--- config.mk ---
export PLATFORM = sky130hd
export DESIGN_NAME = sd_1011_lane_sched
export DESIGN_NICKNAME = d
export VERILOG_FILES = /design/src/rtl/sd_1011_lane_sched.sv
export SDC_FILE = /design/constraint.sdc
export NUM_CORES = 1
export LEC_CHECK = 0
export ABC_AREA = 0
export BUFFER_PORTS_ARGS = -buffer_cell sky130_fd_sc_hd__clkbuf_2
export CAP_MARGIN = 15
export CORE_ASPECT_RATIO = 0.75
export CORE_MARGIN = 10
export CORE_UTILIZATION = 48
export CTS_CLUSTER_DIAMETER = 50
export CTS_CLUSTER_SIZE = 25
export DETAILED_ROUTE_END_ITERATION = 6
export PLACE_DENSITY = 0.73
export SYNTH_ARGS = -nofsm -noshare
export SYNTH_HDL_FRONTEND = slang
export SYNTH_SLANG_ARGS = --single-unit
export TNS_END_PERCENT = 1
--- constraint.sdc ---
create_clock -name clk -period 2.8 [get_ports clk]
set_input_delay 0.56 -clock clk [delete_from_list [all_inputs] [get_ports clk]]
set_output_delay 0.56 -clock clk [all_outputs]
set_load 0.1 [all_outputs]
--- src/rtl/sd_1011_lane_sched.sv ---
// Overlapping "1011" detector time-shared across NLANE word requesters.
// Round-robin grant, MSB-first shift, per-lane saved detector context.
module sd_1011_lane_sched #(
  parameter  int NLANE = 4,
  parameter  int W     = 8,
  localparam int LW    = $clog2(NLANE),
  localparam int CW    = $clog2(W+1)
) (
  input  logic               clk,
  input  logic               reset,
  input  logic [NLANE-1:0]   req,
  input  logic [NLANE*W-1:0] word,
  input  logic [NLANE-1:0]   ctx_clr,
  output logic [NLANE-1:0]   ack,
  output logic               PO,
  output logic [LW-1:0]      po_lane,
  output logic               busy,
  output logic               done,
  output logic [LW-1:0]      done_lane,
  output logic [CW-1:0]      match_cnt
);

  typedef enum logic {IDLE, SHIFT} state_t;
  typedef enum logic [1:0] {S0, S1, S10, S101} det_t;

  state_t         state, state_n;
  det_t           ctx [NLANE];
  det_t           work, work_n;
  logic [W-1:0]   shreg;
  logic [W-1:0]   wl [NLANE];
  logic [LW-1:0]  last, g, gnt;
  logic [CW-1:0]  bitn, cnt;
  logic           gnt_ok, hit;
  logic           load, step, fin;

  always_comb begin
    for (int i = 0; i < NLANE; i++)
      wl[i] = word[i*W +: W];
  end

  // search starts just after the previous winner
  always_comb begin
    gnt    = '0;
    gnt_ok = 1'b0;
    for (int k = 1; k <= NLANE; k++) begin
      if (!gnt_ok && req[(int'(last) + k) % NLANE]) begin
        gnt    = LW'((int'(last) + k) % NLANE);
        gnt_ok = 1'b1;
      end
    end
  end

  always_comb begin
    hit    = 1'b0;
    work_n = S0;
    unique case (work)
      S0:   work_n = shreg[W-1] ? S1 : S0;
      S1:   work_n = shreg[W-1] ? S1 : S10;
      S10:  work_n = shreg[W-1] ? S101 : S0;
      S101: begin
        work_n = shreg[W-1] ? S1 : S10;
        hit    = shreg[W-1];
      end
    endcase
  end

  always_comb begin
    state_n = state;
    load    = 1'b0;
    step    = 1'b0;
    fin     = 1'b0;
    unique case (state)
      IDLE: begin
        if (gnt_ok) begin
          load    = 1'b1;
          state_n = SHIFT;
        end
      end
      SHIFT: begin
        step = 1'b1;
        if (bitn == CW'(W-1)) begin
          fin     = 1'b1;
          state_n = IDLE;
        end
      end
    endcase
  end

  always_ff @(posedge clk) begin
    if (reset) state <= IDLE;
    else       state <= state_n;
  end

  always_ff @(posedge clk) begin
    if (reset) begin
      last      <= LW'(NLANE-1);
      g         <= '0;
      shreg     <= '0;
      work      <= S0;
      bitn      <= '0;
      cnt       <= '0;
      ack       <= '0;
      PO        <= 1'b0;
      po_lane   <= '0;
      busy      <= 1'b0;
      done      <= 1'b0;
      done_lane <= '0;
      match_cnt <= '0;
      for (int i = 0; i < NLANE; i++)
        ctx[i] <= S0;
    end else begin
      ack  <= '0;
      PO   <= 1'b0;
      done <= 1'b0;
      if (load) begin
        g     <= gnt;
        last  <= gnt;
        shreg <= wl[gnt];
        work  <= ctx[gnt];
        cnt   <= '0;
        bitn  <= '0;
        ack   <= NLANE'(1) << gnt;
        busy  <= 1'b1;
      end
      if (step) begin
        shreg <= shreg << 1;
        work  <= work_n;
        bitn  <= bitn + CW'(1);
        if (hit) begin
          cnt     <= cnt + CW'(1);
          PO      <= 1'b1;
          po_lane <= g;
        end
        if (fin) begin
          busy      <= 1'b0;
          done      <= 1'b1;
          done_lane <= g;
          match_cnt <= cnt + CW'(hit);
          ctx[g]    <= work_n;
        end
      end
      // a clear issued with the write-back overrides it
      for (int i = 0; i < NLANE; i++)
        if (ctx_clr[i]) ctx[i] <= S0;
    end
  end

endmodule
# After elaboration in Yosys (flattened, before gate mapping)
# Memory sizes are Yosys's and may differ from the RTL's.
# Cells that the tools add are included.
[totals] register_bits=38 latch_bits=0 ramBits=8 mem_bits_ro=0 inputBits=42 out_inout_bits=15 word_cells=149 memories=1
[mem_list] name="ctx" depth=4 word_bits=2 read_ports=1 rd_ports_with_merged_regs=0 wr=5 line="27" text="det_t ctx [NLANE];"
[classes] n_addsub=7 n_mul=0 div_mod_pow=0 magnitude_cmp=5 eq_ne=8 shift=1 muxes=70 n_bitwise=24 n_reduce_logical=18
[ops] operator="2-to-1 mux 1 bit" count=42
[ops] operator="2-to-1 mux 8 bit" count=4
[ops] operator="2-to-1 mux 2 bit" count=12
[ops] operator="2-to-1 mux 4 bit" count=5
[ops] operator="binary-select mux 8 bit (select 2 bit)" count=1
[ops] operator="< comparator 3 x 4 -> 1 bit, second input constant" count=4
[ops] operator="OR reduction 2 bit" count=8
[ops] operator="equality test 2 bit, second input constant" count=6
[ops] operator="adder 4 x 1 -> 4 bit, second input constant" count=2
[ops] operator="AND 1 bit" count=8
[ops] operator="binary-select mux 1 bit (select 2 bit)" count=4
[ops] operator="NOT 1 bit" count=7
[ops] operator="one-hot mux 2 bit (3 select lines)" count=1
[ops] operator="adder 2 x 1 -> 2 bit, second input constant" count=2
[ops] operator="adder 2 bit, second input constant" count=2
[ops] operator="adder 4 x 1 -> 4 bit" count=1
[ops] operator="AND 1 bit, first input constant" count=4
[ops] operator="equality test 4 x 3 -> 1 bit, second input constant" count=1
[ops] operator="bitwise OR 1 bit" count=4
[ops] operator="AND reduction 2 bit" count=2
[ops] operator="left shift 1 x 2 -> 4 bit, first input constant" count=1
[ops] operator="greater-or-equal comparator 3 bit, second input constant" count=1
[ops] operator="logical AND 1 bit" count=3
[ops] operator="logical NOT 1 bit" count=3
[ops] operator="5 further kinds" count=5

# Depth between registers and ports, before layout
# Gate-level depths: netlist (run 1).
[logic_depth] depth_word=22 mapped_depth=8

# Worst setup path after synthesis (run 1)
# Ideal clock, no wire load.
[synth_path] path_type="input to register" startpoint="input port reset" endpoint="memory ctx[0][0] in the netlist's numbering, enable pin" t_arrival_ns=1.474 required_time_ns=2.442 slack_ns=0.967 stages=5 path_cell_list="clkbuf_1 clkbuf_1 buf_1 nor2_1 o41ai_1"
[synth_lines] item="start, declared" line="10" text="input logic reset,"
[synth_lines] item="end, declared" line="27"

==> impl_metrics.csv, run 1 <==
group,metric,value,unit
die,std_cell_rows,22,
global_routing,grt-ovfl-total,0,
sta,slew-limit-headroom,53.75,%
critical_path,reg2reg_to,"ctx[2][1]",
sta,fin_tns_setup,0,ns
critical_path,crit_buf_inv,0,
clocking,cts_setup_buffers,0,
synth,ys_ff_latch,46,
global_routing,grt_max_degree,30,
cells_and_area,drive_gt1_share,25.80,%
placement,finalWeightedCongestion,0.8313,
die,dieWidth,101.5,µm
power,power_density,504.3,mW/mm²
die,start_util,49.13,%
power,p_leak,1.132,nW
synth,synth_async_sr_flop_share,0,%
critical_path,path_max_fanout,11,
cells_and_area,layout_common_cells,"clkbuf_2 (56), dfxtp_1 (38), nand2_1 (30)",
power,peakVddDrop,0.3112,mV
cells_and_area,syn_to_final_growth,15.11,%
sta,setup_ws,0.6948,ns
routing,finalWirelength,5811,µm
routing,num_vias,2061,
critical_path,ff2ff_setup_slack,0.69,ns
clocking,clockBufferDepth,2,
die,dieHeight,81.16,µm
routing,via_per_inst,5.511,
synth,syn_avg_cell_area,9.032,µm²
die,core,0.004872,mm²
synth,synth_seq_area_share,41.82,%
routing,drt_first_pass_iters,4,
global_routing,grt_pass1_vias,1971,
synth,synthCells,265,
clocking,numCtsBuffers,5,
critical_path,end_kind,"flip-flop",
clocking,cts-htree-levels,2,
run_status,status,"finished, final reports clean",
clocking,clock-sinks,46,
cells_and_area,layout.cells.non_filler,374,
synth,yosysUniqueCellTypes,55,
sta,rsz0062_at_grt,"no",
clocking,clk_pin_slew,0.09,ns
synth,synth_edf_count,8,
cells_and_area,mostFrequentLayoutCell,"clkbuf_2",
synth,synth_ff_type,"dfxtp_1",
cells_and_area,fin_area,0.002755,mm²
clocking,cts_tree,"yes",
critical_path,path_delay_family,"simple AND/OR/NAND/NOR gates",
placement,dpl_cell_area,0.002669,mm²
critical_path,critPathLaunch,"bitn[0]",
synth,yosysWarnings,0,
cells_and_area,ff_latch_area,0.001001,mm²
cells_and_area,fin_util,56.55,%
cells_and_area,nFillCells,461,
placement,placed_cells_incl_taps,366,
critical_path,critPathMaxStageDelay,0.60,ns
clocking,cts_root_buf,"clkbuf_8",
critical_path,endpoint,"ctx[2][1]",
sta,period_share,75.19,%
sta,worst_pin_slew,0.6923,ns
critical_path,crit_arrival,2.23,ns
critical_path,critPathKind,"reg2reg",
sta,fin_skew,0.003431,ns
cells_and_area,multiInputGateArea,0.001271,mm²
sta,finalCriticalPeriod,2.105,ns
routing,drtIter0Drc,89,
critical_path,rr_worst_depth,5,
routing,remaining_drc_errors,0,
sta,finalSetupViolCount,0,
die,io_pins,57,
critical_path,cp.depth,5,
sta,hold_violations,0,
clocking,insertion_delay,0.30,ns
run,drv_cap,0,
critical_path,required,2.92,ns
critical_path,start_kind,"flip-flop",
critical_path,cp_slowest_cell,"nor2_1",
critical_path,worstReg2RegStart,"bitn[0]",
synth,synth_area,0.002394,mm²
global_routing,antenna_found_initial,0,
cells_and_area,diodes,0,
synth,syn_nets,311,
cells_and_area,fin_nets,359,
clocking,holdBufCountCts,0,
sta,drv_slew,0,
sta,fmax,0.4750,GHz
routing,wl_per_cell,15.54,µm
global_routing,grt_pass1_wl,9487,µm
routing,ant_nets,0,
critical_path,path_cells,"ha_1 -> nand4b_1 -> nor2_1 -> nand2_1 -> nor4_1",
global_routing,globalRouteTotalUtil,14.11,%
clocking,cts_resized,0,
die,dieArea,0.008240,mm²
placement,portBuffers,56,
placement,hpwl,4351,µm
placement,post-place-ws,0.6189,ns
min_path,min_path_type,"reg2reg",
power breakdown:
part | switching (W) | internal, W
clock network | 0.000223 | 0.000176
registers | 0.0000365 | 0.000706
logic | 0.000148 | 0.0000995
metrics by stage:
stage | power, W | hold slack, ns
after global routing | 0.001458 | 0.4769
after floorplan | 0.0009442 | 0.4307
after CTS | 0.001403 | 0.4594
after detailed placement | 0.001004 | 0.4406
after global placement | 0.0009971 | 0.4392
final | 0.001389 | 0.4557
how the worst min path moves through the flow:
stage	slack, ns	cells past startpoint	from	to
after CTS	0.46	1	busy	busy
after detailed placement	0.44	1	busy	busy
final	0.46	1	busy	busy
after floorplan	0.43	1	bitn[3]	bitn[3]
after global routing	0.48	1	busy	busy
after global placement	0.44	1	busy	busy
state kept, by name, summed over array words and instances, names as in the netlist, 4 cells and up:
signal and flops:
ack 4, bitn 4, cnt 4, ctx 8, match_cnt 4, shreg 8
worst reg2reg max path: stages (launching register included):
cell and delay (ns):
dfxtp_1 0.42, ha_1 0.20, nand4b_1 0.21, nor2_1 0.60
nand2_1 0.27, nor4_1 0.24
cells by family (layout without fill, tap and decap cells):
kind of cell	count (synthesis)	after routing	synth area share (%)
adder cells (fa/ha/maj)	4	4	2.091
AO/OA/AOI/OAI	53	53	15.63
flip-flops	46	46	41.82
multiplexers	20	20	8.782
buffers and inverters	22	71	5.332
XOR/XNOR	6	6	2.195
AND/OR/NAND/NOR	114	114	24.15
area by class of cell:
type                            instances  area share [%]
Sequential cell                        46           36.33
Timing Repair Buffer                   60           11.26
Clock inverter                          2          0.4995
Tap cell                               60           2.725
Multi-Input combinational cell        197           46.14
Clock buffer                            6           2.634
Inverter                                3          0.4087
per-layer routing:
metal / global-route usage (%) / wire [µm] / vias up
li1: - / - / 1044
met3: 4.411 / 462 / 0
met4: 3.276 / 0 / 0
met5: 0 / 0 / -
met1: 18.49 / 2776 / 961
met2: 22.28 / 2573 / 56
cell usage after synthesis (2+ instances only):
master,n,share of area (%)
nand4_1,2,0.52
clkbuf_1,9,1.4
mux2i_1,12,5.0
a21oi_1,10,2.1
o41ai_1,2,0.73
nand2b_1,9,2.4
inv_1,3,0.47
o21ai_0,11,2.3
nor3b_1,2,0.63
nor3_1,4,0.84
dfxtp_1,38,32
buf_2,2,0.42
o211ai_1,8,2.5
nor4_1,6,1.6
a21o_1,2,0.63
ha_1,4,2.1
nor2_1,25,3.9
xor2_1,4,1.5
mux2_2,8,3.8
nor2b_1,5,1.3
or2_1,2,0.52
nand3_1,18,3.8
buf_6,2,0.94
xnor2_1,2,0.73
nand2_1,30,4.7
a22o_1,6,2.2
buf_1,2,0.31
edfxtp_1,8,10
buf_4,3,0.94
No activity file was read; power rests on OpenSTA's default activity.
==> run 2: changes to the inputs <==
- PLACE_DENSITY: 0.73 -> 0.76
- clock period: 2.8 -> 1.8 ns (I/O delays scaled with it)
==> impl_metrics.csv, run 2 (synthesized netlist as in run 1, its figures left out) <==
group,metric,value,unit
clocking,numCtsBuffers,5,
cells_and_area,fin_area,0.002870,mm²
cells_and_area,fin_nets,370,
sta,setup_ws,0.1225,ns
clocking,cts-htree-levels,2,
power,p_leak,1.197,nW
global_routing,grt_pass1_vias,2082,
critical_path,cp.depth,6,
critical_path,required,2.02,ns
die,dieArea,0.008240,mm²
power,clockPowerShare,28.3,%
critical_path,crit_buf_inv,1,
cells_and_area,multiInputGateArea,0.001274,mm²
placement,finalWeightedCongestion,0.7938,
routing,num_vias,2117,
critical_path,end_kind,"flip-flop",
routing,ant_nets,0,
routing,drtIter0Drc,116,
routing,finalWirelength,5794,µm
cells_and_area,layout.cells.non_filler,385,
clocking,clock-sinks,46,
die,io_pins,57,
critical_path,start_kind,"flip-flop",
global_routing,grt-ovfl-total,0,
critical_path,critPathKind,"reg2reg",
routing,wl_per_cell,15.05,µm
critical_path,cp_slowest_cell,"dfxtp_2",
cells_and_area,nFillCells,430,
critical_path,rr_worst_depth,6,
power,swShare,29.19,%
min_path,holdPathStages,3,
run,drv_cap,0,
clocking,cts_tree,"yes",
critical_path,path_delay_family,"multiplexers",
power,switchingPower,0.0006429,W
global_routing,grt_pass1_wl,9556,µm
cells_and_area,largestRegisters,"ctx x8, shreg x8",
sta,slew-limit-headroom,57.33,%
global_routing,antenna_found_initial,0,
global_routing,grt_max_degree,23,
clocking,insertion_delay,0.30,ns
die,core,0.004872,mm²
clocking,clk_pin_slew,0.08,ns
cells_and_area,syn_to_final_growth,19.92,%
routing,remaining_drc_errors,0,
global_routing,globalRouteTotalUtil,14.05,%
min_path,min_path_type,"in2reg",
sta,period_share,93.19,%
routing,drt_first_pass_iters,4,
die,dieHeight,81.16,µm
power,p_int,0.001560,W
power,pwr-share-comb,19.8,%
cells_and_area,ff_latch_area,0.001002,mm²
cells_and_area,diodes,0,
sta,fmax,0.5961,GHz
placement,portBuffers,56,
placement,dpl_cell_area,0.002776,mm²
sta,rsz0062_at_grt,"no",
die,start_util,49.13,%
run_status,status,"finished, final reports clean",
sta,fin_skew,0.003179,ns
placement,hpwl,4364,µm
cells_and_area,mostFrequentLayoutCell,"clkbuf_2",
placement,post-place-ws,-0.01104,ns
critical_path,crit_arrival,1.89,ns
placement,placed_cells_incl_taps,377,
power,seq_power_share,51.9,%
sta,drv_slew,0,
cells_and_area,drive_gt1_share,28.92,%
sta,worst_pin_slew,0.6380,ns
sta,finalSetupViolCount,0,
critical_path,path_cells,"mux2i_1 -> o2bb2ai_2 -> nor2_4 -> buf_12 -> mux2_2 -> o211ai_1",
power,power_density,767.5,mW/mm²
sta,hold_violations,0,
cells_and_area,layout_common_cells,"clkbuf_2 (56), dfxtp_1 (37), nand2_1 (30)",
power,peakVddDrop,0.3891,mV
critical_path,path_max_fanout,19,
sta,fin_tns_setup,0,ns
die,dieWidth,101.5,µm
critical_path,ff2ff_setup_slack,0.12,ns
routing,via_per_inst,5.499,
clocking,clockBufferDepth,2,
clocking,cts_root_buf,"clkbuf_8",
die,std_cell_rows,22,
sta,finalCriticalPeriod,1.677,ns
sta,hold_ws,0.3653,ns
critical_path,critPathMaxStageDelay,0.42,ns
## run 2: worst paths after layout
check / end / start
setup / recovery: shreg[1] / last[1]
hold / removal: shreg[7] / word[31]
setup reg to reg: shreg[1] / last[1]
hold reg to reg: po_lane[0] / po_lane[0]
## run 2: power by group through the flow
stage / logic (W) / registers, W / clock network, W
after detailed placement: 0.000432 / 0.00117 / 0
final: 0.000437 / 0.00114 / 0.000624
after CTS: 0.000434 / 0.00114 / 0.000638
after global placement: 0.000426 / 0.00116 / 0
after global routing: 0.000476 / 0.00115 / 0.000674
after floorplan: 0.000275 / 0.00119 / 0
## run 2: worst min-delay path: stages
cell and delay (ns):
clkbuf_2 0.08, mux2i_1 0.05, o211ai_1 0.14
## run 2: routing by layer
layer  up-vias  routed length [µm]  global-route usage [%]  share of wire (%)
li1       1071                   -                       -                  -
met1       965                2692                   17.71                 46
met3         5                 554                   5.259                9.6
met4         0                  40                   3.276               0.69
met2        76                2507                   22.41                 43
met5         -                   0                       0                  0
## run 2: timing repair
item | 4_1_cts | 5_1_grt
gates resized for setup | 0 | 3
endpoints found under the setup margin | 0 | 13
hold buffers | 0 | 0
buffers inserted | 0 | 0
## run 2: per-stage QoR
step                utilization (%)  total power, W
floorplan                         -        0.001469
global placement              56.99        0.001589
detailed placement            56.99        0.001597
CTS                           58.76        0.002213
global route                  58.91        0.002300
finish                        58.91        0.002203
## run 2: layout make-up
| cell class | count | share of cell area [%] |
|---|---|---|
| sequential | 46 | 34.92 |
| inverter | 3 | 0.3923 |
| tap | 60 | 2.616 |
| multi-input combinational | 197 | 44.38 |
| timing repair buffer | 71 | 14.69 |
| clock inverter | 2 | 0.4795 |
| clock buffer | 6 | 2.528 |
==> run 3: changes to the inputs <==
--- a/config.mk
+++ b/config.mk
@@ -8,5 +8,5 @@
 export ABC_AREA = 0
 export BUFFER_PORTS_ARGS = -buffer_cell sky130_fd_sc_hd__clkbuf_2
-export CAP_MARGIN = 15
+export CAP_MARGIN = 30
 export CORE_ASPECT_RATIO = 0.75
 export CORE_MARGIN = 10
==> constraint.sdc (replaced) <==
create_clock -name clk -period 1.8 [get_ports clk]
set_input_delay 0.18 -clock clk [delete_from_list [all_inputs] [get_ports clk]]
set_output_delay 0.18 -clock clk [all_outputs]
set_load 0.1 [all_outputs]
==> impl_metrics.csv, run 3 (synthesized netlist as in run 1, its figures left out) <==
group,metric,value,unit
critical_path,end_kind,"flip-flop",
sta,hold_violations,0,
power,power_density,792.8,mW/mm²
cells_and_area,layout_common_cells,"clkbuf_2 (56), dfxtp_1 (37), nand2_1 (30)",
clocking,cts-htree-levels,2,
die,start_util,49.13,%
routing,wl_per_cell,14.95,µm
die,dieWidth,101.5,µm
sta,rsz0062_at_grt,"yes",
placement,portBuffers,56,
critical_path,required,1.74,ns
critical_path,path_delay_family,"compound AO/OA/AOI/OAI gates",
routing,met2WireLength,2439,µm
global_routing,grt_max_degree,20,
cells_and_area,syn_to_final_growth,19.71,%
routing,drt_first_pass_iters,4,
routing,num_vias,2067,
sta,finalSetupViolCount,0,
clocking,numCtsBuffers,5,
routing,ant_nets,0,
clocking,clk_pin_slew,0.09,ns
critical_path,crit_arrival,1.66,ns
sta,finalCriticalPeriod,1.716,ns
clocking,clockBufferDepth,2,
critical_path,start_kind,"flip-flop",
placement,finalWeightedCongestion,0.8138,
critical_path,crit_buf_inv,0,
min_path,min_path_type,"in2reg",
cells_and_area,mostFrequentLayoutCell,"clkbuf_2",
die,dieArea,0.008240,mm²
die,core,0.004872,mm²
global_routing,grt_pass1_vias,2059,
power,p_leak,1.192,nW
critical_path,ff2ff_setup_slack,0.08,ns
global_routing,grt-ovfl-total,0,
cells_and_area,fin_util,58.81,%
sta,fin_skew,0.01112,ns
global_routing,antenna_found_initial,0,
global_routing,globalRouteTotalUtil,14.49,%
power,finalPower,0.002272,W
cells_and_area,fin_area,0.002865,mm²
placement,hpwl,4321,µm
critical_path,critPathKind,"reg2reg",
critical_path,critPathMaxStageDelay,0.52,ns
clocking,insertion_delay,0.30,ns
sta,period_share,95.31,%
sta,drv_slew,0,
routing,met1_length,2564,µm
clocking,cts_tree,"yes",
sta,worst_pin_slew,0.5542,ns
critical_path,cp_slowest_cell,"o41ai_1",
cells_and_area,diodes,0,
routing,finalWirelength,5727,µm
routing,top_layer,"met4",
cells_and_area,drive_gt1_share,28.79,%
clocking,cts_root_buf,"clkbuf_8",
cells_and_area,ff_latch_area,0.001002,mm²
cells_and_area,largestRegisters,"ctx x8, shreg x8",
sta,slew-limit-headroom,63.21,%
cells_and_area,multiInputGateArea,0.001279,mm²
global_routing,grt_pass1_wl,9597,µm
cells_and_area,fin_nets,368,
placement,dpl_cell_area,0.002749,mm²
die,std_cell_rows,22,
critical_path,path_max_fanout,4,
die,io_pins,57,
run_status,status,"finished, final reports clean",
critical_path,path_cells,"ha_1 -> nand4b_1 -> o41ai_1",
clocking,holdBufCountCts,0,
routing,wl_met3,672,µm
run,drv_cap,0,
cells_and_area,nFillCells,416,
power,peakVddDrop,0.4328,mV
sta,fmax,0.5829,GHz
routing,drtIter0Drc,200,
clocking,clock-sinks,46,
routing,remaining_drc_errors,0,
routing,via_per_inst,5.397,
die,dieHeight,81.16,µm
## run 3: cell types whose count changed in the layout (fill, tap and decap cells not counted)
cell       before  now
clkinv_2        1    2
nor2_2          1    0
buf_4          12   11
buf_12          2    1
clkbuf_1        1    0
nor2_4          1    2
clkinv_4        1    0
clkbuf_16       0    1
## run 3: layer usage
layer	vias to the layer above	GRT usage, %
met2	76	22.15
met5	-	0
met4	0	3.561
li1	1061	-
met3	5	6.361
met1	925	18.40
## run 3: where the power goes
group          internal, W  leakage, nW  switching [W]
combinational     0.000183        0.738       0.000238
sequential         0.00110        0.399      0.0000536
clock             0.000353       0.0561       0.000346
## run 3: path summary, 6_finish.rpt
check | start | endpoint | cells after the start
setup / recovery | bitn[0] | ctx[0][1] | 3
hold / removal | word[30] | shreg[6] | 3
setup reg to reg | bitn[0] | ctx[0][1] | 3
hold reg to reg | busy | busy | 1
## run 3: worst register-to-register path: stages, from the launching register on
cell	delay [ns]
dfxtp_1	0.39
ha_1	0.20
nand4b_1	0.24
o41ai_1	0.52
## run 3: layout make-up
cell class / count / share of cell area, %
clock buffer: 6 / 3.275
timing repair buffer: 69 / 13.76
multi-input combinational: 197 / 44.63
inverter: 3 / 0.3930
sequential: 46 / 34.98
clock inverter: 2 / 0.3493
tap: 60 / 2.620
## run 3: stage by stage
step           hold slack, ns  instances  setup slack, ns  setup TNS, ns
2_1_floorplan          0.3653        265           0.1759              0
3_3_place_gp           0.4389        375           0.1664              0
3_5_place_dp           0.4439        375          0.07781              0
4_1_cts                0.1599        383          0.04710              0
5_1_grt                0.1821        383         -0.05356        -0.1797
6_report               0.1729        383          0.08443              0
## run 3: what timing repair did
action	4_1_cts	5_1_grt
gates resized for setup	0	4
endpoints found under the setup margin	0	22
setup buffers	0	0
